==> src/rtl/cla_chunk_sequencer.sv <==
// cla_chunk_sequencer: wide adder/subtractor that streams a WIDTH-bit
// operation through one shared 16-bit carry-lookahead adder, one 16-bit
// chunk per cycle, LSB chunk first, with the carry held in a register
// between chunks. Valid/ready handshakes on request and result sides.

// 16-bit carry-lookahead adder: four 4-bit groups with group-level lookahead.
module cla_16 (
  input  logic [15:0] a_i,
  input  logic [15:0] b_i,
  input  logic        cin_i,
  output logic [15:0] s_o,
  output logic        cout_o
);

  logic [15:0] g_s;
  logic [15:0] p_s;
  logic [15:0] c_s;
  logic [3:0]  gg_s;
  logic [3:0]  pg_s;
  logic [3:0]  gc_s;

  // Bit/group generate-propagate terms, lookahead carries and sum bits.
  always_comb begin
    g_s = a_i & b_i;
    p_s = a_i ^ b_i;
    for (int k = 0; k < 4; k++) begin
      gg_s[k] = g_s[4*k+3]
              | (p_s[4*k+3] & g_s[4*k+2])
              | (p_s[4*k+3] & p_s[4*k+2] & g_s[4*k+1])
              | (p_s[4*k+3] & p_s[4*k+2] & p_s[4*k+1] & g_s[4*k]);
      pg_s[k] = &p_s[4*k +: 4];
    end
    gc_s[0] = cin_i;
    gc_s[1] = gg_s[0] | (pg_s[0] & cin_i);
    gc_s[2] = gg_s[1] | (pg_s[1] & gg_s[0]) | (pg_s[1] & pg_s[0] & cin_i);
    gc_s[3] = gg_s[2] | (pg_s[2] & gg_s[1]) | (pg_s[2] & pg_s[1] & gg_s[0])
            | (pg_s[2] & pg_s[1] & pg_s[0] & cin_i);
    cout_o  = gg_s[3] | (pg_s[3] & gg_s[2]) | (pg_s[3] & pg_s[2] & gg_s[1])
            | (pg_s[3] & pg_s[2] & pg_s[1] & gg_s[0])
            | (pg_s[3] & pg_s[2] & pg_s[1] & pg_s[0] & cin_i);
    for (int k = 0; k < 4; k++) begin
      c_s[4*k]   = gc_s[k];
      c_s[4*k+1] = g_s[4*k] | (p_s[4*k] & gc_s[k]);
      c_s[4*k+2] = g_s[4*k+1] | (p_s[4*k+1] & g_s[4*k])
                 | (p_s[4*k+1] & p_s[4*k] & gc_s[k]);
      c_s[4*k+3] = g_s[4*k+2] | (p_s[4*k+2] & g_s[4*k+1])
                 | (p_s[4*k+2] & p_s[4*k+1] & g_s[4*k])
                 | (p_s[4*k+2] & p_s[4*k+1] & p_s[4*k] & gc_s[k]);
    end
    s_o = p_s ^ c_s;
  end

endmodule

module cla_chunk_sequencer #(
  parameter int WIDTH = 64
) (
  input  logic             clk,
  input  logic             rst,
  input  logic             in_valid,
  output logic             in_ready,
  input  logic [WIDTH-1:0] in_x,
  input  logic [WIDTH-1:0] in_y,
  input  logic             in_sub,
  output logic             out_valid,
  input  logic             out_ready,
  output logic [WIDTH-1:0] out_sum,
  output logic             out_cout,
  output logic             out_ovf,
  output logic             busy
);

  localparam int N    = WIDTH / 16;
  localparam int IDXW = (N > 1) ? $clog2(N) : 1;
  localparam logic [IDXW-1:0] LAST_IDX = IDXW'(N - 1);
  localparam logic [IDXW-1:0] ONE_IDX  = IDXW'(1);

  typedef enum logic [1:0] {
    ST_IDLE = 2'd0,
    ST_RUN  = 2'd1,
    ST_DONE = 2'd2
  } state_t;

  state_t           state_q;
  state_t           state_d;
  logic [IDXW-1:0]  idx_q;
  logic             carry_q;
  logic [WIDTH-1:0] x_q;
  logic [WIDTH-1:0] y_q;      // operand after optional inversion
  logic [WIDTH-1:0] acc_q;    // partial result built chunk by chunk
  logic [WIDTH-1:0] sum_q;
  logic             cout_q;
  logic             ovf_q;

  logic             accept_s;
  logic             last_s;
  logic [15:0]      x_chunk_s;
  logic [15:0]      y_chunk_s;
  logic [15:0]      cla_sum_s;
  logic             cla_cout_s;
  logic [WIDTH-1:0] acc_d;
  logic             ovf_s;

  assign accept_s = in_valid & in_ready;
  assign last_s   = (idx_q == LAST_IDX);

  // Select the current chunk of both latched operands.
  always_comb begin
    x_chunk_s = x_q[{idx_q, 4'b0000} +: 16];
    y_chunk_s = y_q[{idx_q, 4'b0000} +: 16];
  end

  cla_16 u_cla (
    .a_i    (x_chunk_s),
    .b_i    (y_chunk_s),
    .cin_i  (carry_q),
    .s_o    (cla_sum_s),
    .cout_o (cla_cout_s)
  );

  // Merge this cycle's chunk into the partial result and derive signed overflow.
  always_comb begin
    acc_d = acc_q;
    acc_d[{idx_q, 4'b0000} +: 16] = cla_sum_s;
    ovf_s = (x_q[WIDTH-1] == y_q[WIDTH-1]) & (acc_d[WIDTH-1] != x_q[WIDTH-1]);
  end

  // FSM state register.
  always_ff @(posedge clk) begin
    if (rst) begin
      state_q <= ST_IDLE;
    end else begin
      state_q <= state_d;
    end
  end

  // FSM next-state: accept in IDLE, N chunk cycles in RUN, hold in DONE until taken.
  always_comb begin
    state_d = state_q;
    case (state_q)
      ST_IDLE: begin
        if (accept_s) state_d = ST_RUN;
        else          state_d = ST_IDLE;
      end
      ST_RUN: begin
        if (last_s) state_d = ST_DONE;
        else        state_d = ST_RUN;
      end
      ST_DONE: begin
        if (out_ready) state_d = ST_IDLE;
        else           state_d = ST_DONE;
      end
      default: state_d = ST_IDLE;
    endcase
  end

  // FSM outputs decoded from the state register; reset blocks new requests.
  always_comb begin
    in_ready  = 1'b0;
    out_valid = 1'b0;
    busy      = 1'b0;
    case (state_q)
      ST_IDLE: in_ready  = ~rst;
      ST_RUN:  busy      = 1'b1;
      ST_DONE: begin
        out_valid = 1'b1;
        busy      = 1'b1;
      end
      default: begin
        in_ready  = 1'b0;
        out_valid = 1'b0;
        busy      = 1'b0;
      end
    endcase
  end

  // Datapath: latch operands on accept, step one chunk per RUN cycle, publish on last chunk.
  always_ff @(posedge clk) begin
    if (rst) begin
      idx_q   <= '0;
      carry_q <= 1'b0;
      x_q     <= '0;
      y_q     <= '0;
      acc_q   <= '0;
      sum_q   <= '0;
      cout_q  <= 1'b0;
      ovf_q   <= 1'b0;
    end else begin
      case (state_q)
        ST_IDLE: begin
          if (accept_s) begin
            x_q     <= in_x;
            y_q     <= in_sub ? ~in_y : in_y;
            carry_q <= in_sub;
            idx_q   <= '0;
          end
        end
        ST_RUN: begin
          acc_q   <= acc_d;
          carry_q <= cla_cout_s;
          idx_q   <= idx_q + ONE_IDX;
          if (last_s) begin
            sum_q  <= acc_d;
            cout_q <= cla_cout_s;
            ovf_q  <= ovf_s;
          end
        end
        default: begin
          idx_q <= idx_q;
        end
      endcase
    end
  end

  assign out_sum  = sum_q;
  assign out_cout = cout_q;
  assign out_ovf  = ovf_q;

endmodule

==> config.mk <==
export PLATFORM = sky130hd
export DESIGN_NAME = cla_chunk_sequencer
export DESIGN_NICKNAME = d
export VERILOG_FILES = /design/src/rtl/cla_chunk_sequencer.sv
export SDC_FILE = /design/constraint.sdc
export NUM_CORES = 1
export LEC_CHECK = 0
export BUFFER_PORTS_ARGS = -buffer_cell sky130_fd_sc_hd__buf_2
export CELL_PAD_IN_SITES_DETAIL_PLACEMENT = 0
export CELL_PAD_IN_SITES_GLOBAL_PLACEMENT = 2
export CORE_ASPECT_RATIO = 1.4
export CORE_MARGIN = 2
export CORE_UTILIZATION = 38
export CTS_CLUSTER_DIAMETER = 30
export DETAILED_ROUTE_END_ITERATION = 6
export HOLD_SLACK_MARGIN = 0.12
export PLACE_DENSITY_LB_ADDON = 0.1
export SYNTH_ARGS = -nofsm -noshare
export SYNTH_HDL_FRONTEND = slang
export SYNTH_HIERARCHICAL = 1
export SYNTH_SLANG_ARGS = --single-unit
==> constraint.sdc <==
create_clock -name clk -period 5.5 [get_ports clk]
set_input_delay 0.825 -clock clk [delete_from_list [all_inputs] [get_ports clk]]
set_output_delay 0.825 -clock clk [all_outputs]
set_load 0.01 [all_outputs]
==> impl_metrics.tcl, run 1 <==
set metrics [dict create \
    grt_pass1_wl_um 58700 \
    fin_crit_ns 4.58 \
    vias 10281 \
    pwr_density_cell_mw_per_mm2 386 \
    post-place-cells 1797 \
    wl_um 38300 \
    clkTransAtPathRegs_ns 0.05 \
    fin_nets 1616 \
    gr-usage-met1_pct 27.5 \
    seqCellArea_mm2 0.00527 \
    fmax_mhz 218 \
    diodes 0 \
    cts_resized 0 \
    async_reset_ff_share_pct 0 \
    drv_slew 0 \
    timing.rr.start "idx_q[0]$_SDFFE_PP0P_" \
    synthCells 1319 \
    vias_per_cell 5.45 \
    io_buffers 201 \
    grt_max_degree 193 \
    critPathMaxFanout 33 \
    met2_usage_pct 39.1 \
    critPathRequiredTime_ns 5.96 \
    synthFlopType "dfxtp_1" \
    crit_family "flip-flops" \
    place_congestion 0.830 \
    cts.path.max_buffers 3 \
    min_path_type "flop to flop" \
    stdcell_count 1887 \
    grt_pass1_vias 10066 \
    irDropWorstVdd_mv 0.189 \
    drive_above_1_share_pct 23.9 \
    cts_root_buf "clkbuf_16" \
    start_util_pct 38.7 \
    multi_input_area_mm2 0.00628 \
    wire_per_inst_um 20.3 \
    endpoint "out_sum[61]$_SDFFE_PP0P_" \
    cts_tree "done" \
    rrSetupSlack_ns 0.92 \
    postCtsSetupBuffers 0 \
    drtIter0Drc 763 \
    drc 0 \
    overflow 0 \
    p_leak_nw 6.18 \
    rsz0062_at_grt "false" \
    maxCapViolations 0 \
    dr.pass1.iters 5 \
    worst_ep_arrival_time_ns 5.04 \
    setup_tns_ns 0 \
    clock-sinks 263 \
    final_core_util_pct 47.3 \
    slew_headroom_pct 25.4 \
    critPathKind "flop to flop" \
    core_area_mm2 0.0317 \
    die_y_um 217 \
    crit_cells 11 \
    outcome "finished, final reports clean" \
    worst_skew_pair.late_latency_ns 0.55 \
    cts_made_buffers 49 \
    worst_slew_pin_slew_ns 1.11 \
    antenna_found_initial 0 \
    fin_crit_sh_pct 83.3 \
    fin_total_pwr_mw 5.79 \
    nFillCells 3147 \
    ys_ff_latch 263 \
    cts_htree_levels 2 \
    die-area_mm2 0.0338 \
    syn_nets 1482 \
    synth_edf_count 0 \
    worstPathCellList "mux4_2 -> ha_1 -> a21o_1 -> a21oi_4 -> a2111oi_2 -> nor3b_1 -> inv_1 -> fa_1 -> xor2_1 -> a221oi_1 -> nor3_1" \
    startpoint_type "flop" \
    grt_util_all_layers_pct 22.5 \
    cp_slowest_stage_delay_ns 1.00 \
    synthToLayoutAreaGrowth_pct 22.1 \
    path_buf_inv 1 \
    r2r_cells 11 \
    cp_slowest_cell "dfxtp_2" \
    ant_nets 0 \
    pin_count 202 \
    syn_avg_cell_area_um2 9.31 \
    ys_seq_area_share_pct 42.9 \
    setup_viol 0 \
    hp-start "acc_q[3]$_SDFFE_PP0N_" \
    cp-end-kind "flop" \
    ys_types 57 \
    rows 77 \
    die_w_um 156 \
    dpl.hpwl_um 25900 \
    r2r_end "out_sum[61]$_SDFFE_PP0P_" \
    fin_skew_ns 0.0199 \
    worstSetupStartpoint "idx_q[0]$_SDFFE_PP0P_" \
    ys_warn_count 6 \
    hold_buffers 0 \
    syn_area_mm2 0.0123 \
    busiest_layer "met2" \
    hold_violations 0 \
    grtUsageMet3_pct 3.36 \
]
[worst min path at each step]
| stage | end | slack, ns | cells after the start |
|---|---|---|---|
| 2_1_floorplan | acc_q[10]$_SDFFE_PP0N_ | 0.43 | 2 |
| 3_3_place_gp | acc_q[3]$_SDFFE_PP0N_ | 0.44 | 2 |
| 3_5_place_dp | acc_q[15]$_SDFFE_PP0N_ | 0.45 | 2 |
| 4_1_cts | x_q[11]$_SDFFE_PP0P_ | 0.44 | 3 |
| 5_1_grt | x_q[2]$_SDFFE_PP0P_ | 0.47 | 3 |
| 6_report | acc_q[3]$_SDFFE_PP0N_ | 0.45 | 2 |
[cells in the final DEF (no fill, tap or decap), types with 4 or more instances in the layout]
master      netlist  final
a211oi_1          4      4
a21oi_1          30     30
a221oi_1         60     60
a32oi_1          47     47
and2_1            5      4
buf_2            55    199
buf_4            11     15
bufinv_16         0      7
clkbuf_16         0     51
clkbuf_8          0      6
clkinv_2          0     12
clkinv_4          0      5
clkinvlp_4        0      5
dfxtp_1         263    261
fa_1              4      4
ha_1             26     26
inv_1            19     19
mux2i_1           4      4
mux4_2           32     32
nand2_1         156    155
nand3_1          21     21
nand3b_1        130    130
nor2_1          126    126
nor2b_1           4      4
nor3_1           68     68
o21ai_0          67     67
xnor2_1          69     69
[state kept, by name, indices dropped and copies added, names as in the netlist, 2 cells and up]
| signal | flops |
|---|---|
| idx_q | 2 |
| state_q | 2 |
| acc_q | 64 |
| x_q | 64 |
| y_q | 64 |
| out_sum | 64 |
[cells by family (layout without fill, tap and decap cells)]
| kind of cell | after synthesis | count (layout) | synth area share, % |
|---|---|---|---|
| and+or+nand+nor | 532 | 532 | 22.4 |
| DFF | 263 | 263 | 42.9 |
| AOI/OAI and AO/OA | 234 | 234 | 14.1 |
| buffers and inverters | 152 | 325 | 5.97 |
| xor gates and xnor gates | 72 | 72 | 5.14 |
| muxes | 36 | 36 | 6.20 |
| adders and majority gates | 30 | 30 | 3.30 |
[synthesized netlist by cell type (all sizes together) (3+ instances only)]
library cell | count | area, um^2
nor2b | 4 | 25.0
and4bb | 4 | 50.1
ha | 26 | 325
nor3b | 5 | 53.8
o21ai | 68 | 340
and3b | 3 | 26.3
mux2i | 4 | 40.0
nand2 | 156 | 586
clkbuf | 57 | 214
mux4 | 32 | 721
a211oi | 5 | 42.5
nor3 | 68 | 340
a21oi | 31 | 166
o41ai | 3 | 41.3
dfxtp | 263 | 5270
a32oi | 47 | 412
and2 | 5 | 31.3
xor2 | 3 | 26.3
nand3b | 130 | 976
a221oi | 63 | 571
fa | 4 | 80.1
xnor2 | 69 | 604
inv | 19 | 71.3
nor2 | 126 | 473
buf | 76 | 448
nand3 | 21 | 105
[final cells by class]
class / count / share of cell area (%)
flip-flops and latches: 263 / 35.2
well taps: 395 / 3.30
multi-input cells: 904 / 41.9
inverters: 19 / 0.476
repair buffers: 216 / 7.61
clock buffers: 60 / 9.14
clock inverters: 30 / 2.40
[metal layers]
| metal | part of all wire (%) | wire [um] |
|---|---|---|
| met1 | 40 | 15400 |
| met2 | 51 | 19300 |
| met3 | 5.3 | 2040 |
| met4 | 3.9 | 1490 |
| met5 | 0 | 0 |
[report_power, final]
part | internal (mW) | switching [mW] | total, mW
Clock | 2.09 | 1.01 | 3.11
Sequential | 2.00 | 0.0729 | 2.07
Combinational | 0.230 | 0.378 | 0.608
[stage by stage]
step           worst slack [ns]  instance area [um^2]  hold slack, ns
6_report                  0.918                 15000           0.450
5_1_grt                   0.493                 15000           0.467
4_1_cts                   0.880                 15000           0.439
3_5_place_dp              0.912                 13300           0.447
3_3_place_gp              0.944                 13300           0.438
2_1_floorplan              1.79                 12300           0.432
[worst register-to-register path: stages, from the launching register on]
cell	delay [ns]
dfxtp_2	1.00
mux4_2	0.65
ha_1	0.39
a21o_1	0.24
a21oi_4	0.22
a2111oi_2	0.10
nor3b_1	0.32
inv_1	0.10
fa_1	0.39
xor2_1	0.70
a221oi_1	0.17
nor3_1	0.21
No activity file was read; power rests on OpenSTA's default activity.
==> inputs of run 2 (changes only) <==
Settings changed: ABC_AREA set to 1, CORE_UTILIZATION 38 to 32.
Clock period 5.5 ns to 4.65 ns, I/O delays scaled along.
==> impl_metrics.tcl, run 2 <==
set metrics [dict create \
    vias 11938 \
    ant_nets 0 \
    layout_commonest_cell "nand2_1" \
    cts_resized 0 \
    fin_skew_ns 0.0237 \
    synthTopCellsByArea "dfxtp_1 41%, nand2_1 9.4%, a21oi_1 7.9%" \
    hold_buffers 0 \
    io_buffers 201 \
    wl_um 43300 \
    startpoint_type "flop" \
    placed_area_mm2 0.0140 \
    rows 86 \
    setup_tns_ns 0 \
    synth_edf_count 0 \
    grt_pass1_wl_um 65200 \
    grtUsageMet3_pct 2.84 \
    synth_most_common_cell "nand2_1" \
    r2r_end "out_sum[57]$_SDFFE_PP0P_" \
    synthToLayoutAreaGrowth_pct 24.5 \
    cts_htree_levels 2 \
    nFillCells 4350 \
    maxCapViolations 0 \
    ys_warn_count 6 \
    min_path_cells 3 \
    vias_per_cell 4.70 \
    fmax_mhz 251 \
    layout_common_cells "323 x nand2_1, 262 x dfxtp_1, 225 x inv_1" \
    p_sw_mw 1.86 \
    dr.pass1.iters 5 \
    worstPathCellList "inv_2 -> o21ai_0 -> o22ai_1 -> ha_1 -> or2_0 -> nand3b_1 -> nand2_2 -> nand2_1 -> nand2_1 -> fa_1 -> xor2_1 -> nand3_1 -> o22ai_1 -> o21ai_1 -> inv_1" \
    outcome "finished, final reports clean" \
    slew_headroom_pct 28.7 \
    p_leak_nw 7.68 \
    gr-usage-met1_pct 22.5 \
    ys_seq_area_share_pct 40.9 \
    rrSetupSlack_ns 0.67 \
    ys_ff_latch 263 \
    diodes 0 \
    cts_root_buf "clkbuf_16" \
    syn_area_mm2 0.0129 \
    ys_types 39 \
    busiest_layer "met2" \
    grt_max_degree 96 \
    r2r_cells 15 \
    syn_nets 1972 \
    async_reset_ff_share_pct 0 \
    syn_avg_cell_area_um2 7.12 \
    synthCells 1809 \
    cts.path.max_buffers 3 \
    drv_slew 0 \
    critPathKind "flop to flop" \
    min_path_type "primary input to flop" \
    multi_input_area_mm2 0.00605 \
    synth_top_area_share_pct 40.9 \
    antenna_found_initial 0 \
    clockPowerShare_pct 57.2 \
    cts_made_buffers 56 \
    hp-start "in_x[16]" \
    cp-end-kind "flop" \
    fin_crit_sh_pct 85.7 \
    seqCellArea_mm2 0.00527 \
    fin_nets 2126 \
    start_util_pct 32.6 \
    worst_skew_pair.late_latency_ns 0.58 \
    swShare_pct 25.8 \
    cp_slowest_stage_delay_ns 0.71 \
    worst_slew_pin_slew_ns 1.07 \
    worst_hold_slack_ns 0.366 \
    fin_crit_ns 3.98 \
    sequentialPowerShare_pct 33.5 \
    yosys.area.top_type "dfxtp_1" \
    synthFlopType "dfxtp_1" \
    clkTransAtPathRegs_ns 0.06 \
    overflow 0 \
    rsz0062_at_grt "false" \
    p_int_mw 5.36 \
    postCtsSetupBuffers 0 \
    hold_end "x_q[16]$_SDFFE_PP0P_" \
    drc 0 \
    dpl.hpwl_um 30800 \
    cts_tree "done" \
    worst_ep_arrival_time_ns 4.50 \
    place_congestion 0.793 \
    drive_above_1_share_pct 17.8 \
    met2_usage_pct 38.9 \
    critPathMaxFanout 66 \
    irDropWorstVdd_mv 0.275 \
    pwr_density_cell_mw_per_mm2 450 \
    grt_pass1_vias 11335 \
    critPathRequiredTime_ns 5.16 \
    hold_violations 0 \
    clock-sinks 263 \
    setup_viol 0 \
    core_area_mm2 0.0395 \
    wire_per_inst_um 17.1 \
    die_w_um 174 \
    drtIter0Drc 685 \
    die-area_mm2 0.0419 \
    pin_count 202 \
    final_area_mm2 0.0160 \
    cp_slowest_cell "inv_2" \
    grt_util_all_layers_pct 20.2 \
    die_y_um 241 \
    combPwrFrac_pct 9.3 \
    timing.rr.start "idx_q[0]$_SDFFE_PP0P_" \
    synthTopCellsByCount "323 x nand2_1, 263 x dfxtp_1, 225 x inv_1" \
]
==> run 2: cell types whose count changed in the layout (fill, tap and decap cells not counted), sizes merged, moves of 79 or more <==
cell | previous run | this run
a21oi | 31 | 202
inv | 20 | 238
nand2 | 156 | 332
nand3b | 130 | 1
nor2 | 126 | 205
o21ai | 68 | 211
o22ai | 0 | 79
==> run 2: cell type report <==
class / instances / share of cell area, %
Inverter: 230 / 5.40
Multi-Input combinational cell: 1187 / 37.7
Sequential cell: 263 / 32.8
Timing Repair Buffer: 225 / 7.54
Clock buffer: 64 / 9.30
Clock inverter: 41 / 3.11
Tap cell: 528 / 4.12
==> run 2: routing by layer <==
layer  vias to the layer above  share of wire (%)
met4                         0                2.7
met3                        58                3.3
met2                       256                 53
met5                         -                  0
met1                      5490                 40
li1                       6134                  -
==> run 2: cell families (layout without fill, tap and decap cells) <==
family / Yosys count / count (layout) / share of synthesized area, %
compound gates: 498 / 498 / 20.7
simple gates: 588 / 588 / 18.2
xor+xnor: 71 / 71 / 4.83
fa+ha+maj: 30 / 30 / 3.15
flops: 263 / 263 / 40.9
buf+inv: 359 / 560 / 12.2
==> run 2: worst max-delay path, delay by kind of cell (launching register included) <==
kind                       cells  cell delay (ns)
adders and majority gates      2             0.70
xor gates and xnor gates       1             0.41
DFF                            1             0.32
buffers and inverters          2             0.78
AOI/OAI and AO/OA              4             0.83
and+or+nand+nor                6             0.84
==> run 2: worst max-delay path by stage <==
| stage | from | slack [ns] | endpoint |
|---|---|---|---|
| 4_1_cts | idx_q[0]$_SDFFE_PP0P_ | 0.72 | out_sum[57]$_SDFFE_PP0P_ |
| 6_report | idx_q[0]$_SDFFE_PP0P_ | 0.67 | out_sum[57]$_SDFFE_PP0P_ |
| 5_1_grt | idx_q[0]$_SDFFE_PP0P_ | 0.42 | acc_q[61]$_SDFFE_PP0N_ |
| 2_1_floorplan | idx_q[0]$_SDFFE_PP0P_ | 1.66 | out_sum[61]$_SDFFE_PP0P_ |
| 3_5_place_dp | idx_q[0]$_SDFFE_PP0P_ | 0.73 | acc_q[25]$_SDFFE_PP0N_ |
| 3_3_place_gp | idx_q[0]$_SDFFE_PP0P_ | 0.80 | acc_q[25]$_SDFFE_PP0N_ |
==> run 2: power by group through the flow <==
| stage | sequential, mW | clock (mW) | combinational (mW) |
|---|---|---|---|
| CTS | 2.42 | 4.22 | 0.682 |
| detailed placement | 2.46 | 0 | 0.680 |
| global placement | 2.46 | 0 | 0.671 |
| global route | 2.42 | 4.33 | 0.756 |
| floorplan | 2.43 | 0 | 0.461 |
| finish | 2.42 | 4.13 | 0.670 |
==> run 2: stage by stage <==
| step | cells | util, % | worst slack (ns) | power [mW] |
|---|---|---|---|---|
| floorplan | 1809 | - | 1.66 | 2.89 |
| global placement | 2433 | 35.6 | 0.800 | 3.13 |
| detailed placement | 2433 | 35.6 | 0.731 | 3.14 |
| CTS | 2538 | 40.6 | 0.718 | 7.32 |
| global route | 2538 | 40.6 | 0.424 | 7.51 |
| finish | 2538 | 40.6 | 0.665 | 7.22 |
==> inputs of run 3 (changes only) <==
Clock period 4.65 ns to 3.96 ns, I/O delays scaled along.
==> impl_metrics.tcl, run 3 (same netlist as run 2, synthesis figures left out) <==
set metrics [dict create \
    setup_tns_ns 0 \
    cts_tree "done" \
    worst_slew_pin_slew_ns 0.980 \
    startpoint_type "flop" \
    start_util_pct 32.6 \
    fmax_mhz 271 \
    post-place-cells 2432 \
    cts_root_buf "clkbuf_16" \
    hold_violations 0 \
    pin_count 202 \
    fin_crit_sh_pct 93.1 \
    critPathKind "flop to flop" \
    pwr_density_cell_mw_per_mm2 508 \
    maxCapViolations 0 \
    antenna_found_initial 0 \
    worst_skew_pair.late_latency_ns 0.56 \
    cts_resized 0 \
    vias 11938 \
    diodes 0 \
    grt_util_all_layers_pct 20.4 \
    cp-end-kind "flop" \
    min_path_type "primary input to flop" \
    rsz0062_at_grt "false" \
    place_congestion 0.818 \
    wire_per_inst_um 17.1 \
    worstSetupStartpoint "idx_q[0]$_SDFFE_PP0P_" \
    final_area_mm2 0.0159 \
    outcome "finished, final reports clean" \
    drive_above_1_share_pct 17.1 \
    critPathRequiredTime_ns 4.47 \
    busiest_layer "met2" \
    drv_slew 0 \
    worst_ep_arrival_time_ns 4.19 \
    core_area_mm2 0.0395 \
    grt_pass1_vias 11618 \
    io_buffers 201 \
    drtIter0Drc 698 \
    cts_htree_levels 2 \
    ant_nets 0 \
    wl_um 43400 \
    vias_per_cell 4.71 \
    p_leak_nw 7.64 \
    met2_usage_pct 39.1 \
    gr-usage-met1_pct 22.3 \
    clock-sinks 263 \
    fin_nets 2125 \
    fin_total_pwr_mw 8.10 \
    setup_viol 0 \
    fin_crit_ns 3.69 \
    die_w_um 174 \
    preCtsSetupSlack_ns 0.250 \
    hp-start "in_x[30]" \
    die_y_um 241 \
    r2r_cells 14 \
    setup_slack_ns 0.273 \
    layout_commonest_cell "nand2_1" \
    final_core_util_pct 40.4 \
    worst_hold_slack_ns 0.284 \
    layout_common_cells "323 x nand2_1, 262 x dfxtp_1, 225 x inv_1" \
    critPathMaxFanout 34 \
    postCtsSetupBuffers 0 \
    die-area_mm2 0.0419 \
    fin_skew_ns 0.0259 \
    grt_max_degree 161 \
    drc 0 \
    min_path_cells 3 \
    dpl.hpwl_um 30600 \
    cts_made_buffers 56 \
    slew_headroom_pct 34.7 \
    grt_pass1_wl_um 66200 \
    synthToLayoutAreaGrowth_pct 23.8 \
    cts.path.max_buffers 3 \
    placed_area_mm2 0.0141 \
    rows 86 \
    overflow 0 \
    dr.pass1.iters 4 \
    timing.rr.start "idx_q[0]$_SDFFE_PP0P_" \
    grtUsageMet3_pct 2.93 \
    hold_buffers 0 \
    stdcell_count 2534 \
    clkTransAtPathRegs_ns 0.05 \
    irDropWorstVdd_mv 0.347 \
]
-- run 3: changes by cell type in the layout (fill, tap and decap cells not counted), sizes merged --
| cell | previous run | this run |
|---|---|---|
| inv | 238 | 230 |
| clkinv | 15 | 12 |
| buf | 224 | 223 |
| clkbuf | 65 | 82 |
| clkinvlp | 10 | 6 |
| bufinv | 8 | 3 |
-- run 3: power breakdown --
part	leakage (nW)	switching [mW]	total, mW	internal [mW]
Sequential	2.14	0.0669	2.84	2.78
Combinational	4.60	0.507	0.784	0.277
Clock	0.893	1.45	4.48	3.02
Total	7.64	2.03	8.10	6.08
-- run 3: final timing paths --
check	end	slack (ns)
setup / recovery	out_sum[53]$_SDFFE_PP0P_	0.27
hold / removal	x_q[30]$_SDFFE_PP0P_	0.28
setup reg to reg	out_sum[53]$_SDFFE_PP0P_	0.27
hold reg to reg	y_q[5]$_SDFFE_PP0P_	0.46
-- run 3: critical path, cell delays in order, from the launching register on --
cell      delay (ns)
dfxtp_2         0.33
inv_2           0.17
buf_4           0.37
o21ai_0         0.12
o22ai_1         0.21
ha_1            0.30
or2_0           0.23
nand3b_1        0.11
nand2_2         0.10
fa_1            0.39
xor2_1          0.55
nand3_1         0.25
o22ai_1         0.33
o21ai_1         0.09
inv_1           0.07
-- run 3: cell type report --
class | instances | area (um^2)
Fill cell | 4296 | 23500
Multi-Input combinational cell | 1187 | 6050
Sequential cell | 263 | 5270
Clock buffer | 81 | 1640
Timing Repair Buffer | 224 | 1260
Inverter | 230 | 866
Tap cell | 528 | 661
Clock inverter | 21 | 203
-- run 3: metal layers --
layer / vias to the layer above / wire length (um)
met5: - / 0
li1: 6128 / -
met1: 5487 / 17200
met3: 72 / 1510
met4: 0 / 1670
met2: 251 / 23000
